**src/rtl/dbg_pkg.sv**
```systemverilog
// Shared definitions for the debug run-control block: FSM state encoding
// and the default widths of the step counter and the core cycle counter.
package dbg_pkg;

  typedef enum logic [1:0] {
    DBGRUN  = 2'b00,
    DBGHALT = 2'b01,
    DBGSTEP = 2'b10
  } dbg_state_t;

  localparam int DBG_STEP_W_DEFAULT = 8;
  localparam int DBG_CYC_W_DEFAULT  = 32;

endpackage

```
**src/rtl/dbg_clk_gate.sv**
```systemverilog
// Glitch-free clock gate for the debug core clock. The enable is captured by
// a latch that is transparent only while sys_clk is low, so the AND gate sees
// a stable enable for the whole high phase and never emits a partial pulse.
module dbg_clk_gate
  import dbg_pkg::*;
(
  input  logic sys_clk,
  input  logic clk_en,
  output logic dbg_clk
);

  logic gate;

  // Low-phase transparent latch holding the enable across the high phase
  always_latch begin
    if (!sys_clk) gate = clk_en;
  end

  assign dbg_clk = sys_clk & gate;

endmodule

```
**src/rtl/dbg_run_controller.sv**
```systemverilog
// Run-control sequencer for the debug core (sys_clk domain). Turns halt/step/
// resume strobes into a registered core clock enable, runs multi-cycle steps,
// and counts enabled core cycles for JTAG readback.
// Optional feature: define DBG_BREAKPOINT_EN to add the cycle-count breakpoint
// (bp_cycle/bp_arm inputs, sticky bp_hit output).
module dbg_run_controller
  import dbg_pkg::*;
#(
  parameter int STEP_W = DBG_STEP_W_DEFAULT,
  parameter int CYC_W  = DBG_CYC_W_DEFAULT
) (
  input  logic              sys_clk,
  input  logic              reset,
  input  logic              halt_req,
  input  logic              step_req,
  input  logic              resume_req,
  input  logic [STEP_W-1:0] step_count,
`ifdef DBG_BREAKPOINT_EN
  input  logic [CYC_W-1:0]  bp_cycle,
  input  logic              bp_arm,
`endif
  output logic              dbg_clk,
  output logic              clk_en,
  output logic              halted,
  output logic              stepping,
  output logic [CYC_W-1:0]  cycle_cnt
`ifdef DBG_BREAKPOINT_EN
  ,
  output logic              bp_hit
`endif
);

  dbg_state_t        state;
  logic [STEP_W-1:0] step_rem;
  logic [CYC_W-1:0]  cnt_inc;
  logic              bp_fire;

  // A zero step count still runs one cycle; step_rem holds cycles left after the current one
  function automatic logic [STEP_W-1:0] step_load(input logic [STEP_W-1:0] n);
    return (n == '0) ? '0 : n - STEP_W'(1);
  endfunction

  assign cnt_inc = cycle_cnt + CYC_W'(1);

`ifdef DBG_BREAKPOINT_EN
  // Fire on the edge that would complete the bp_cycle-th enabled cycle
  assign bp_fire = bp_arm && clk_en && (cnt_inc == bp_cycle) &&
                   ((state == DBGRUN) || (state == DBGSTEP));
`else
  assign bp_fire = 1'b0;
`endif

  // Run-control FSM with step down-counter, enabled-cycle counter and registered status
  always_ff @(posedge sys_clk) begin
    if (reset) begin
      state     <= DBGRUN;
      clk_en    <= 1'b1;
      step_rem  <= '0;
      cycle_cnt <= '0;
      halted    <= 1'b0;
      stepping  <= 1'b0;
    end else begin
      if (clk_en) cycle_cnt <= cnt_inc;

      case (state)
        DBGRUN: begin
          if (halt_req || bp_fire) begin
            state    <= DBGHALT;
            clk_en   <= 1'b0;
            halted   <= 1'b1;
            stepping <= 1'b0;
          end
        end

        DBGHALT: begin
          if (halt_req) begin
            state <= DBGHALT;
          end else if (step_req) begin
            state    <= DBGSTEP;
            clk_en   <= 1'b1;
            step_rem <= step_load(step_count);
            halted   <= 1'b0;
            stepping <= 1'b1;
          end else if (resume_req) begin
            state    <= DBGRUN;
            clk_en   <= 1'b1;
            halted   <= 1'b0;
            stepping <= 1'b0;
          end
        end

        DBGSTEP: begin
          if (halt_req || bp_fire) begin
            state    <= DBGHALT;
            clk_en   <= 1'b0;
            halted   <= 1'b1;
            stepping <= 1'b0;
          end else if (resume_req) begin
            state    <= DBGRUN;
            halted   <= 1'b0;
            stepping <= 1'b0;
          end else if (step_rem == '0) begin
            state    <= DBGHALT;
            clk_en   <= 1'b0;
            halted   <= 1'b1;
            stepping <= 1'b0;
          end else begin
            step_rem <= step_rem - STEP_W'(1);
          end
        end

        default: begin
          state    <= DBGRUN;
          clk_en   <= 1'b1;
          halted   <= 1'b0;
          stepping <= 1'b0;
        end
      endcase
    end
  end

`ifdef DBG_BREAKPOINT_EN
  // Sticky breakpoint flag, cleared only by reset or an accepted step/resume
  always_ff @(posedge sys_clk) begin
    if (reset) begin
      bp_hit <= 1'b0;
    end else if (bp_fire) begin
      bp_hit <= 1'b1;
    end else if ((state == DBGHALT) && !halt_req && (step_req || resume_req)) begin
      bp_hit <= 1'b0;
    end
  end
`endif

  dbg_clk_gate u_clk_gate (
    .sys_clk (sys_clk),
    .clk_en  (clk_en),
    .dbg_clk (dbg_clk)
  );

endmodule
```
**config.mk**
```make
export PLATFORM = sky130hd
export DESIGN_NAME = dbg_run_controller
export DESIGN_NICKNAME = d
export VERILOG_FILES = /design/src/rtl/dbg_pkg.sv /design/src/rtl/dbg_clk_gate.sv /design/src/rtl/dbg_run_controller.sv
export SDC_FILE = /design/constraint.sdc
export NUM_CORES = 1
export LEC_CHECK = 0
export CAP_MARGIN = 20
export CORE_UTILIZATION = 55
export DETAILED_ROUTE_END_ITERATION = 10
export GPL_ROUTABILITY_DRIVEN = 0
export GPL_TIMING_DRIVEN = 0
export PLACE_DENSITY = 0.84
export SLEW_MARGIN = 20
export SYNTH_ARGS = -nofsm -noshare
export SYNTH_HDL_FRONTEND = slang
export SYNTH_HIERARCHICAL = 1
export SYNTH_SLANG_ARGS = --single-unit
```
**constraint.sdc**
```tcl
create_clock -name sys_clk -period 2.83 [get_ports sys_clk]
set_input_delay 0.283 -clock sys_clk [delete_from_list [all_inputs] [get_ports sys_clk]]
set_output_delay 0.283 -clock sys_clk [all_outputs]
set_load 0.1 [all_outputs]
```
-- Word-level counts from Yosys, hierarchy flattened
Index checks and enable logic that the tools add are counted.
W data, S select, Z words.
- register bits after elaboration: 45
- latch bits: 1
- input bits: 13
- word-level logic and storage cells: 69
- $add $sub $neg: 3
- equality and inequality tests: 13
- mux-type cells: 37
- bitwise operators: 1
- reduce and logical (&&, ||, !) cells: 8
- operators by type and width (operator ; count):
    $mux W8 ; 6
    $add A32 B1 Y32 const B ; 1
    $mux W1 ; 19
    $logic_not A8 Y1 ; 2
    $pmux W8 S2 ; 1
    $sub A8 B1 Y8 const B ; 2
    $mux W2 ; 7
    $ne A2 B2 Y1 const B ; 6
    $ne A3 B3 Y1 const B ; 3
    $pmux W1 S3 ; 3
    $ne A4 B4 Y1 const B ; 2
    $pmux W2 S3 ; 1
    $reduce_and A6 Y1 ; 1
    $reduce_and A5 Y1 ; 1
    $reduce_and A4 Y1 ; 1
    $reduce_and A3 Y1 ; 1
    $eq A2 B1 Y1 const B ; 1
    $eq A2 B2 Y1 const B ; 1
    $logic_not A2 Y1 ; 1
    $reduce_bool A2 Y1 ; 1
    $and A1 B1 Y1 ; 1

-- Logic depth before layout (Yosys ltp)
Gate-level depths: netlist (run 1).
- depth after elaboration: 5
- gate-level depth with buffers: 7
- gate-level depth less buffers: 6

-- By module
Netlist (run 1), hierarchy kept.
- modules (own cells, without submodules) (module ; times used ; cells an instance ; area an instance (um^2) ; seq. area each (um^2)):
    dbg_run_controller ; 1 ; 288 ; 2437.3 ; 900.9
    dbg_clk_gate ; 1 ; 2 ; 21.3 ; 0.0

==> results.toml, run 1 <==
[grt]
grt_pass1_vias = 2246
grt_usage_pct = 29.0
grt_max_degree = 15
gr-total-overflow = 0
antenna_found_initial = 0
grt_first_pass_wirelength_um = 10100

[floorplanning]
die_w_um = 68.9
fp.dieH_um = 68.9
initial_utilization_pct = 59.3
core_area_um2 = 4140
rows = 23
dieArea_um2 = 4740
ios = 49

[synth]
synth_xor_area_share_pct = 6.41
synth_warnings = 6
synth_area_per_cell_um2 = 8.48
synth.area.top_cells = "dfxtp_1, a21oi_1, or4_1"
synth-simple-area-share_pct = 29.1
yosysMostFrequentCell = "dfxtp_1"
synth_ff_type = "dfxtp_1"
synth_compound_area_share_pct = 19.5
syn-num-nets = 308
synth.distinct_cells = 50
synth_commonest_cells = "dfxtp_1, a21oi_1, nor2_1"
synth_edf_count = 0
synth_top_family_by_area = "simple AND/OR/NAND/NOR gates"
synth_top_cell_by_area = "dfxtp_1"
ys_seq_elements = 46
syn_inst = 290
syn_area_um2 = 2460
synth_top_area_share_pct = 36.6
async_flop_share_pct = 0
synth_mux_area_share_pct = 0.407
synth_fa_ha_area_share_pct = 2.54

[critical_path]
regToRegStartpoint = "cycle_cnt[0]$_SDFFE_PP0P_"
reg2reg_to = "cycle_cnt[16]$_SDFFE_PP0P_"
startpoint_type = "latch"
critPathRequiredTime_ps = 2550
worstPathMaxFanout = 1
end_kind = "output port"
cp-startpoint = "u_clk_gate/gate$_DLATCH_N_"
critPathKind = "latch to output port"
crit_path_end = "dbg_clk"
r2r_setup_slack_ps = 570
r2r_cells = 7
arrival_ps = 2550

[clock_tree]
cts_tree = "yes"
clock_latency_ps = 410
clk_pin_slew_ps = 90

[cells_and_area]
syn2layout_area_growth_pct = 27.3
layout-drive-gt1-share_pct = 6.61
antenna_cells = 0
finalInstanceArea_um2 = 3130
nets = 365
final_cells = 398

[place]
portBuffers = 47
dp_cells = 387
place.detailed.hpwl_um = 4410
post_dp_cell_area_um2 = 2990

[routing]
wire_per_inst_um = 16.0
drc = 0
dr.pass1.iters = 4
drtIter0Drc = 200
antenna_left = 0
routed_wl_um = 6360
num_vias = 2480
routed_via_density = 6.23

[pwr]
ir_worst_vdd_uv = 546
p_leak_nw = 1.03
pwr_density_cell_nw_per_um2 = 508

[timing]
rsz0062_at_grt = "true"
hold-worst-slack_ps = 287
worst_pin_slew_ps = 996
finalSetupViolations = 0
relSlewSlack_pct = 33.4
hold_violations = 0
setup_tns_ps = 0
drv_slew = 0
finalClockSkew_ps = 10.7

[hold_path]
hp-class = "input pin to flip-flop"

[flow_run]
drv_cap = 0

[run_status]
outcome = "finished clean"
==> final cells by class <==
| class | instances | area [um^2] |
|---|---|---|
| Buffer | 17 | 72.6 |
| Clock buffer | 11 | 138 |
| Clock inverter | 1 | 7.51 |
| Fill cell | 346 | 1010 |
| Inverter | 12 | 45.0 |
| Multi-Input combinational cell | 215 | 1430 |
| Sequential cell | 46 | 916 |
| Tap cell | 50 | 62.6 |
| Timing Repair Buffer | 46 | 460 |
==> worst max-delay path, stage by stage, from the launching register on <==
cell and delay, ps:
dlxtn_1 400, and2_4 140, buf_12 160
==> worst min path at each step <==
stage,start,end,slack [ps],cells after the start
detailed placement,clk_en$_SDFFE_PP1P_,u_clk_gate/gate$_DLATCH_N_,420,0
finish,reset,state[1]$_SDFFE_PP0P_,290,2
floorplan,step_rem[6]$_SDFFE_PP0P_,step_rem[6]$_SDFFE_PP0P_,510,2
global placement,clk_en$_SDFFE_PP1P_,u_clk_gate/gate$_DLATCH_N_,410,0
global route,reset,state[1]$_SDFFE_PP0P_,280,2
CTS,reset,state[1]$_SDFFE_PP0P_,280,2
==> metrics by stage <==
step | worst slack, ps | utilization (%) | power, mW
floorplan | 26.0 | - | 0.949
global placement | -452 | 72.2 | 1.03
detailed placement | -453 | 72.2 | 1.04
CTS | -1.18 | 75.5 | 1.59
global route | -34.1 | 75.5 | 1.65
finish | 0.314 | 75.5 | 1.59
==> per-layer routing <==
layer	track usage, %	up-vias	wire length, um
met2	45.5	82	2970
li1	-	1214	-
met4	16.1	0	139
met3	6.09	12	281
met1	36.9	1172	2970
met5	0	-	0
==> cells in the final DEF, fill, tap and decap left out, drive strengths merged, types with 2 or more instances in the layout <==
master and instances:
nand4 12, or2 2, nor2b 4, and4 5, xor2 9, a21oi 28, buf 4, o21ai 10
clkbuf 24, o31ai 14, or3 10, dfxtp 45, a22oi 3, inv 12, nor2 18, and3 2
nor3b 3, nand2 9, a41oi 2, o21a 3, ha 5, nor3 8, or4 16, xnor2 9
nand2b 2, a31oi 2, nor4 8, nand3 12, a211oi 7, clkdlybuf4s50 46
==> registers in the layout, indices dropped and copies added (netlist names) <==
signal           cells
cycle_cnt           32
step_rem             8
state                2
clk_en               1
halted               1
stepping             1
u_clk_gate/gate      1
==> report_power, final <==
group          switching, mW  leakage [nW]  total [mW]  internal (mW)
sequential            0.0191         0.373       0.679          0.660
clock                  0.360        0.0738       0.688          0.328
combinational          0.146         0.582       0.223         0.0770
total                  0.525          1.03        1.59           1.07
==> logic make-up after synthesis <==
kind of cell,Yosys count
simple gates,116
latches,1
mux,1
compound gates,75
fa+ha+maj,5
flops,45
buf+inv,29
xor+xnor,18
==> repair_timing <==
item | in CTS | in global routing
setup buffers | 0 | 0
hold buffers | 0 | 0
pin swaps | 0 | 0
gates resized for setup | 10 | 0
setup endpoints to repair | 2 | 2
No activity file was read; power rests on OpenSTA's default activity.
==> inputs of run 2 (changes only) <==
--- a/config.mk
+++ b/config.mk
@@ -11,6 +11,7 @@
 export GPL_ROUTABILITY_DRIVEN = 0
 export GPL_TIMING_DRIVEN = 0
 export PLACE_DENSITY = 0.84
+export SKIP_CTS_REPAIR_TIMING = 1
 export SLEW_MARGIN = 20
 export SYNTH_ARGS = -nofsm -noshare
 export SYNTH_HDL_FRONTEND = slang
==> results of run 2 <==
Final layout, timing and power as in run 1 (identical DEF).
Main changes from that run: via count of the first global-routing pass 2246 -> 2244
==> RTL edit 1, RTL diff (settings of run 1) <==
Set the package constant `DBG_CYC_W_DEFAULT` to 48 (it was 32).
--- a/src/rtl/dbg_pkg.sv
+++ b/src/rtl/dbg_pkg.sv
@@ -10,5 +10,5 @@
 
   localparam int DBG_STEP_W_DEFAULT = 8;
-  localparam int DBG_CYC_W_DEFAULT  = 32;
+  localparam int DBG_CYC_W_DEFAULT  = 48;
 
 endpackage
Ports: changed (resized cycle_cnt); port bits go from 49 to 65. No check against the original RTL was run, so the function may have changed too.
==> RTL edit 1 against run 1 <==
  * The run now ends with setup timing left
  * Worst setup slack worse by 0.015 ns
  * Sequential cell count up 16
  * Hold slack better by 0.043 ns
  * Combinational power up 8%
  * Critical path depth unchanged
  * Clock skew down 0.0018 ns
  * Power up 42%
  * Utilization down 0.23 points
  * Routed wire length up 24%
  * Final area up 34%
  * Global-route usage down 2.3 points
  * Synthesized area up 31%
  * Critical path type unchanged
  * Largest cell class unchanged
==> RTL edit 1: results (changes against run 1) <==
| Metric | Value |
|---|---|
| Status | `finished, violations left` |
| Failing checks | `setup timing` |
| Vias per inst | `5.910 (-5.2%)` |
| Layout cells sized above 1 | `8.261% (+1.7 points)` |
| Clock Skew | `0.008945 ns (-0.001751 ns)` |
| Worst-case hold path end point | `cycle_cnt[41]$_SDFFE_PP0P_` |
| Synth area leaders | `dfxtp_1, nor2_1, xor2_1` |
| Clk_lat worst skew | `0.44 ns (+0.03 ns)` |
| R2R cell count | `6 (-1)` |
| Final TNS setup | `-0.01478 ns (-0.01478 ns)` |
| Tot GR Track Use | `26.68% (-2.3 points)` |
| Most frequent cells after synthesis | `dfxtp_1, nor2_1, a21oi_1` |
| Reg2Reg Capture Point | `cycle_cnt[24]$_SDFFE_PP0P_` |
| Placed cell area | `3936 sq um (+32%)` |
| Pin count of the biggest net entering global routing | `11 (-4)` |
| Biggest regs | `cycle_cnt (48), step_rem (8), state (2)` |
| Port bufs | `62 (+32%)` |
| Final worst slack | `-0.01478 ns (-0.01509 ns)` |
| Cell count after placement | `513 (+33%)` |
| Worst vdd ir | `515.6 uV (-5.5%)` |
| Fin cells | `532 (+34%)` |
| Worst reg2reg setup slack | `0.46 ns (-0.11 ns)` |
| CP Data Arrival Time | `2.56 ns (about the same)` |
| GRT met3 Usage | `6.628% (+0.54 points)` |
| Met1 Use GR | `33.00% (-3.9 points)` |
| DRT iter0 DRCs | `238 (+19%)` |
| Final setup viols | `2 (+2)` |
| Slew headroom | `32.39% (-0.98 points)` |
| Synth async-reset ratio | `0% (unchanged)` |
| Reg-to-Reg Start | `cycle_cnt[1]$_SDFFE_PP0P_` |
| Slowest CP cell | `dlxtn_2` |
| Synth unique cells | `51 (+2.0%)` |
| Antenna cells | `0 (unchanged)` |
| Leakage dissipation | `0.001500 uW (+46%)` |
| Clk slew on worst S/H paths | `0.07 ns (-0.02 ns)` |
| Final WL | `7.858 mm (+24%)` |
| Net Count, Synth | `397 (+29%)` |
| Hpwl dp | `5.306 mm (+20%)` |
| Sw frac | `28.67% (-4.4 points)` |
| Syn avg cell area | `8.511 sq um (+0.39%)` |
| GRT met2 Usage | `40.43% (-5.1 points)` |
| Vias in the first global route | `2810 (+25%)` |
| First-pass GRT wire length | `12.70 mm (+26%)` |
| Min-Delay Path Depth | `3 (+1)` |
[RTL edit 1: changes by cell type in the layout (fill, tap and decap cells not counted), sizes merged, moves of 4 or more]
cell	before	now
nand4	12	24
or4	16	11
dfxtp	45	61
xor2	9	21
a211oi	7	2
o31ai	14	9
clkdlybuf4s50	46	61
nand2	9	24
and2	1	6
nor2	18	53
xnor2	9	14
mux2i	1	6
nand3	12	16
[RTL edit 1: how the worst max path moves through the flow]
stage / start / endpoint / slack (ns)
after floorplan: u_clk_gate/gate$_DLATCH_N_ / dbg_clk / 0.03
after global placement: u_clk_gate/gate$_DLATCH_N_ / dbg_clk / -0.45
after detailed placement: u_clk_gate/gate$_DLATCH_N_ / dbg_clk / -0.45
after CTS: u_clk_gate/gate$_DLATCH_N_ / dbg_clk / -0.04
after global routing: u_clk_gate/gate$_DLATCH_N_ / dbg_clk / -0.04
final: u_clk_gate/gate$_DLATCH_N_ / dbg_clk / -0.01
[RTL edit 1: per-layer routing]
metal	part of all wire, %	vias to the layer above
li1	-	1524
met4	2.8	0
met5	0	-
met2	46	112
met3	6.1	22
met1	46	1486
[RTL edit 1: worst min-delay path, delay by kind of cell]
| family | cells | cell delay (ns) |
|---|---|---|
| buffers and inverters | 1 | 0.19 |
| AND/OR/NAND/NOR | 1 | 0.16 |
| AO/OA/AOI/OAI | 1 | 0.11 |
[RTL edit 1: what timing repair did]
item,in CTS,in global routing
resized for setup,11,0
setup endpoints to repair,2,2
setup buffers,0,0
[RTL edit 1: power by group through the flow]
stage	Sequential [uW]	Combinational, uW	Clock (uW)
2_1_floorplan	999	98.1	97.1
3_3_place_gp	927	234	119
3_5_place_dp	928	235	119
4_1_cts	909	238	1110
5_1_grt	911	256	1160
6_report	910	240	1100
[RTL edit 1: cell families (layout without fill, tap and decap cells)]
family	count (synthesis)	after routing	synth area share, %
AO/OA/AOI/OAI	63	63	12.34
buffers and inverters	29	110	3.607
AND/OR/NAND/NOR	179	179	32.43
latches	1	1	0.4653
multiplexers	6	6	1.862
adder cells (fa/ha/maj)	5	5	1.939
XOR/XNOR	35	35	9.504
flip-flops	61	61	37.86
[RTL edit 1: area by class of cell]
class                           instances  area [sq um]
Multi-Input combinational cell        288          1876
Timing Repair Buffer                   61         610.6
Clock inverter                          5         73.82
Clock buffer                           15         192.7
Buffer                                 14         60.06
Sequential cell                        62          1237
Inverter                               15         56.30
Fill cell                             429          1378
Tap cell                               72         90.09
[RTL edit 1: metrics by stage]
stage               hold slack (ns)  worst slack [ns]
floorplan                    0.4622           0.02597
global placement             0.4063           -0.4490
detailed placement           0.4066           -0.4536
CTS                          0.3099          -0.03655
global route                 0.3629          -0.04174
finish                       0.3304          -0.01478
==> RTL edit 2, RTL diff (settings of run 1) <==
Made on the original files. Register the output `cycle_cnt` once more, with the module's reset; this adds one clock of latency there. The other outputs are not delayed to match.
--- a/src/rtl/dbg_run_controller.sv
+++ b/src/rtl/dbg_run_controller.sv
@@ -31,4 +31,6 @@
 );
 
+  logic [CYC_W-1:0] cycle_cnt_s0;
+
   dbg_state_t        state;
   logic [STEP_W-1:0] step_rem;
@@ -41,5 +43,5 @@
   endfunction
 
-  assign cnt_inc = cycle_cnt + CYC_W'(1);
+  assign cnt_inc = cycle_cnt_s0 + CYC_W'(1);
 
 `ifdef DBG_BREAKPOINT_EN
@@ -57,9 +59,9 @@
       clk_en    <= 1'b1;
       step_rem  <= '0;
-      cycle_cnt <= '0;
+      cycle_cnt_s0 <= '0;
       halted    <= 1'b0;
       stepping  <= 1'b0;
     end else begin
-      if (clk_en) cycle_cnt <= cnt_inc;
+      if (clk_en) cycle_cnt_s0 <= cnt_inc;
 
       case (state)
@@ -139,3 +141,11 @@
   );
 
+  always_ff @(posedge sys_clk) begin
+    if (reset) begin
+      cycle_cnt <= '0;
+    end else begin
+      cycle_cnt <= cycle_cnt_s0;
+    end
+  end
+
 endmodule
Function: not checked (the comparison handles one clock edge and no latches or derived clocks); the edit may change what the design does.
==> RTL edit 2 against run 1 <==
  * The run now ends with setup timing left
  * Critical path depth unchanged
  * Combinational power grew 2%
  * Power up 59%
  * Synthesized area rose by 36%
  * Sequential cell count rose by 32
  * Worst setup slack got worse by 0.014 ns
  * Hold slack better by 0.013 ns
  * Non-clock buffer count is 2 higher
  * Register-to-register slack better by 0.19 ns
  * Final area up 34%
  * Sequential share of layout area increased by 7.9 points
  * Utilization is 4.3 points lower
  * Routed wire length rose by 16%
  * Critical endpoint unchanged
  * Highest routed layer unchanged
==> RTL edit 2: results (changes against run 1) <==
| Metric | Value |
|---|---|
| Status | `finished, violations left` |
| Failing checks | `setup timing` |
| Most frequent cells after synthesis | `dfxtp_1, nor2_1, nor2b_1` |
| Final setup viols | `2 (+2)` |
| Net Count, Synth | `377 (+22%)` |
| Worst vdd ir | `938.0 uV (+72%)` |
| Vias per inst | `5.846 (-6.2%)` |
| Hpwl dp | `4.987 mm (+13%)` |
| GRT met2 Usage | `38.12% (-7.4 points)` |
| First-pass DRT Iterations | `5 (+1)` |
| Pin count of the biggest net entering global routing | `13 (-2)` |
| Clock Skew | `0.006722 ns (-0.003974 ns)` |
| Total length of routed met2 wires | `3.383 mm (+14%)` |
| DRT iter0 DRCs | `388 (+94%)` |
| CP peak stage delay | `0.40 ns (about the same)` |
| XOR/XNOR share of the synthesized area | `3.655% (-2.8 points)` |
| Worst hold path type | `in -> reg` |
| First-pass GRT wire length | `12.08 mm (+20%)` |
| Layout Nets | `438 (+20%)` |
| Met1 Use GR | `32.06% (-4.8 points)` |
| Metal1 wirelength | `3.410 mm (+15%)` |
| WL met3 | `413 microns (+47%)` |
| Vias in the first global route | `2674 (+19%)` |
| Post-synthesis compound-gate area fraction | `14.02% (-5.5 points)` |
| Ys flop type | `dfxtp_1` |
| Mux cell area share after synthesis | `3.320% (+2.9 points)` |
| Tot GR Track Use | `24.96% (-4.1 points)` |
| CP Data Arrival Time | `2.56 ns (about the same)` |
| Fillers | `433 (+25%)` |
| Wire per inst | `14.81 microns (-7.3%)` |
| Synth area leaders | `dfxtp_1, nor2b_1, nor2_1` |
| Slew @ Worst Pin | `0.9837 ns (-0.01258 ns)` |
| Biggest regs | `cycle_cnt (32), cycle_cnt_s0 (32), step_rem (8)` |
| Layout cells sized above 1 | `11.06% (+4.4 points)` |
| Leakage dissipation | `0.001526 uW (+48%)` |
| DR top layer | `met4` |
| GRT met3 Usage | `6.591% (+0.51 points)` |
| Clk_lat worst skew | `0.45 ns (+0.04 ns)` |
| Slowest CP cell | `dlxtn_2` |
| Final worst slack | `-0.01340 ns (-0.01372 ns)` |
| Synth unique cells | `58 (+16%)` |
| Synth warn | `6 (unchanged)` |
| Adder-cell area share of the yosys netlist | `1.865% (-0.68 points)` |
[RTL edit 2: cell types whose count changed after synthesis, moves of 4 or more]
cell	delta
nor2b_1	+25
mux2_2	+9
o31ai_1	-6
nand2_1	+5
dfxtp_1	+32
buf_4	+4
a21oi_1	-4
or3_1	-4
nor2_1	+16
nor3_1	+4
clkbuf_1	-6
or4_1	-7
a211oi_1	-5
[RTL edit 2: where the power goes]
part / leakage [uW] / internal, uW / switching, uW
sequential: 0.000630 / 1120 / 19.9
combinational: 0.000750 / 78.3 / 150
clock: 0.000146 / 669 / 503
total: 0.00153 / 1860 / 672
[RTL edit 2: layout make-up]
type | count | share of cell area (%)
multi-input cells | 247 | 39.49
flip-flops and latches | 78 | 37.19
repair buffers | 46 | 10.99
clock buffers | 16 | 4.928
well taps | 75 | 2.240
plain buffers | 19 | 2.151
clock inverters | 4 | 1.673
inverters | 15 | 1.344
[RTL edit 2: stage by stage]
step	setup WS (ns)	total power, uW	cells	area [sq um]	setup TNS [ns]
floorplan	0.02597	1412	359	3354	0
global placement	-0.4491	1496	481	3919	-0.4491
detailed placement	-0.4532	1502	481	3919	-0.4532
CTS	-0.02240	2546	500	4188	-0.02240
global route	-0.04611	2622	500	4189	-0.04611
finish	-0.01340	2535	500	4189	-0.01340
[RTL edit 2: final timing paths]
check,start,endpoint,slack (ns),cells past startpoint
setup / recovery,u_clk_gate/gate$_DLATCH_N_,dbg_clk,-0.01,2
hold / removal,reset,cycle_cnt[25]$_SDFF_PP0_,0.30,2
setup reg to reg,step_rem[0]$_SDFFE_PP0P_,step_rem[1]$_SDFFE_PP0P_,0.76,6
hold reg to reg,clk_en$_SDFFE_PP1P_,u_clk_gate/gate$_DLATCH_N_,0.43,0
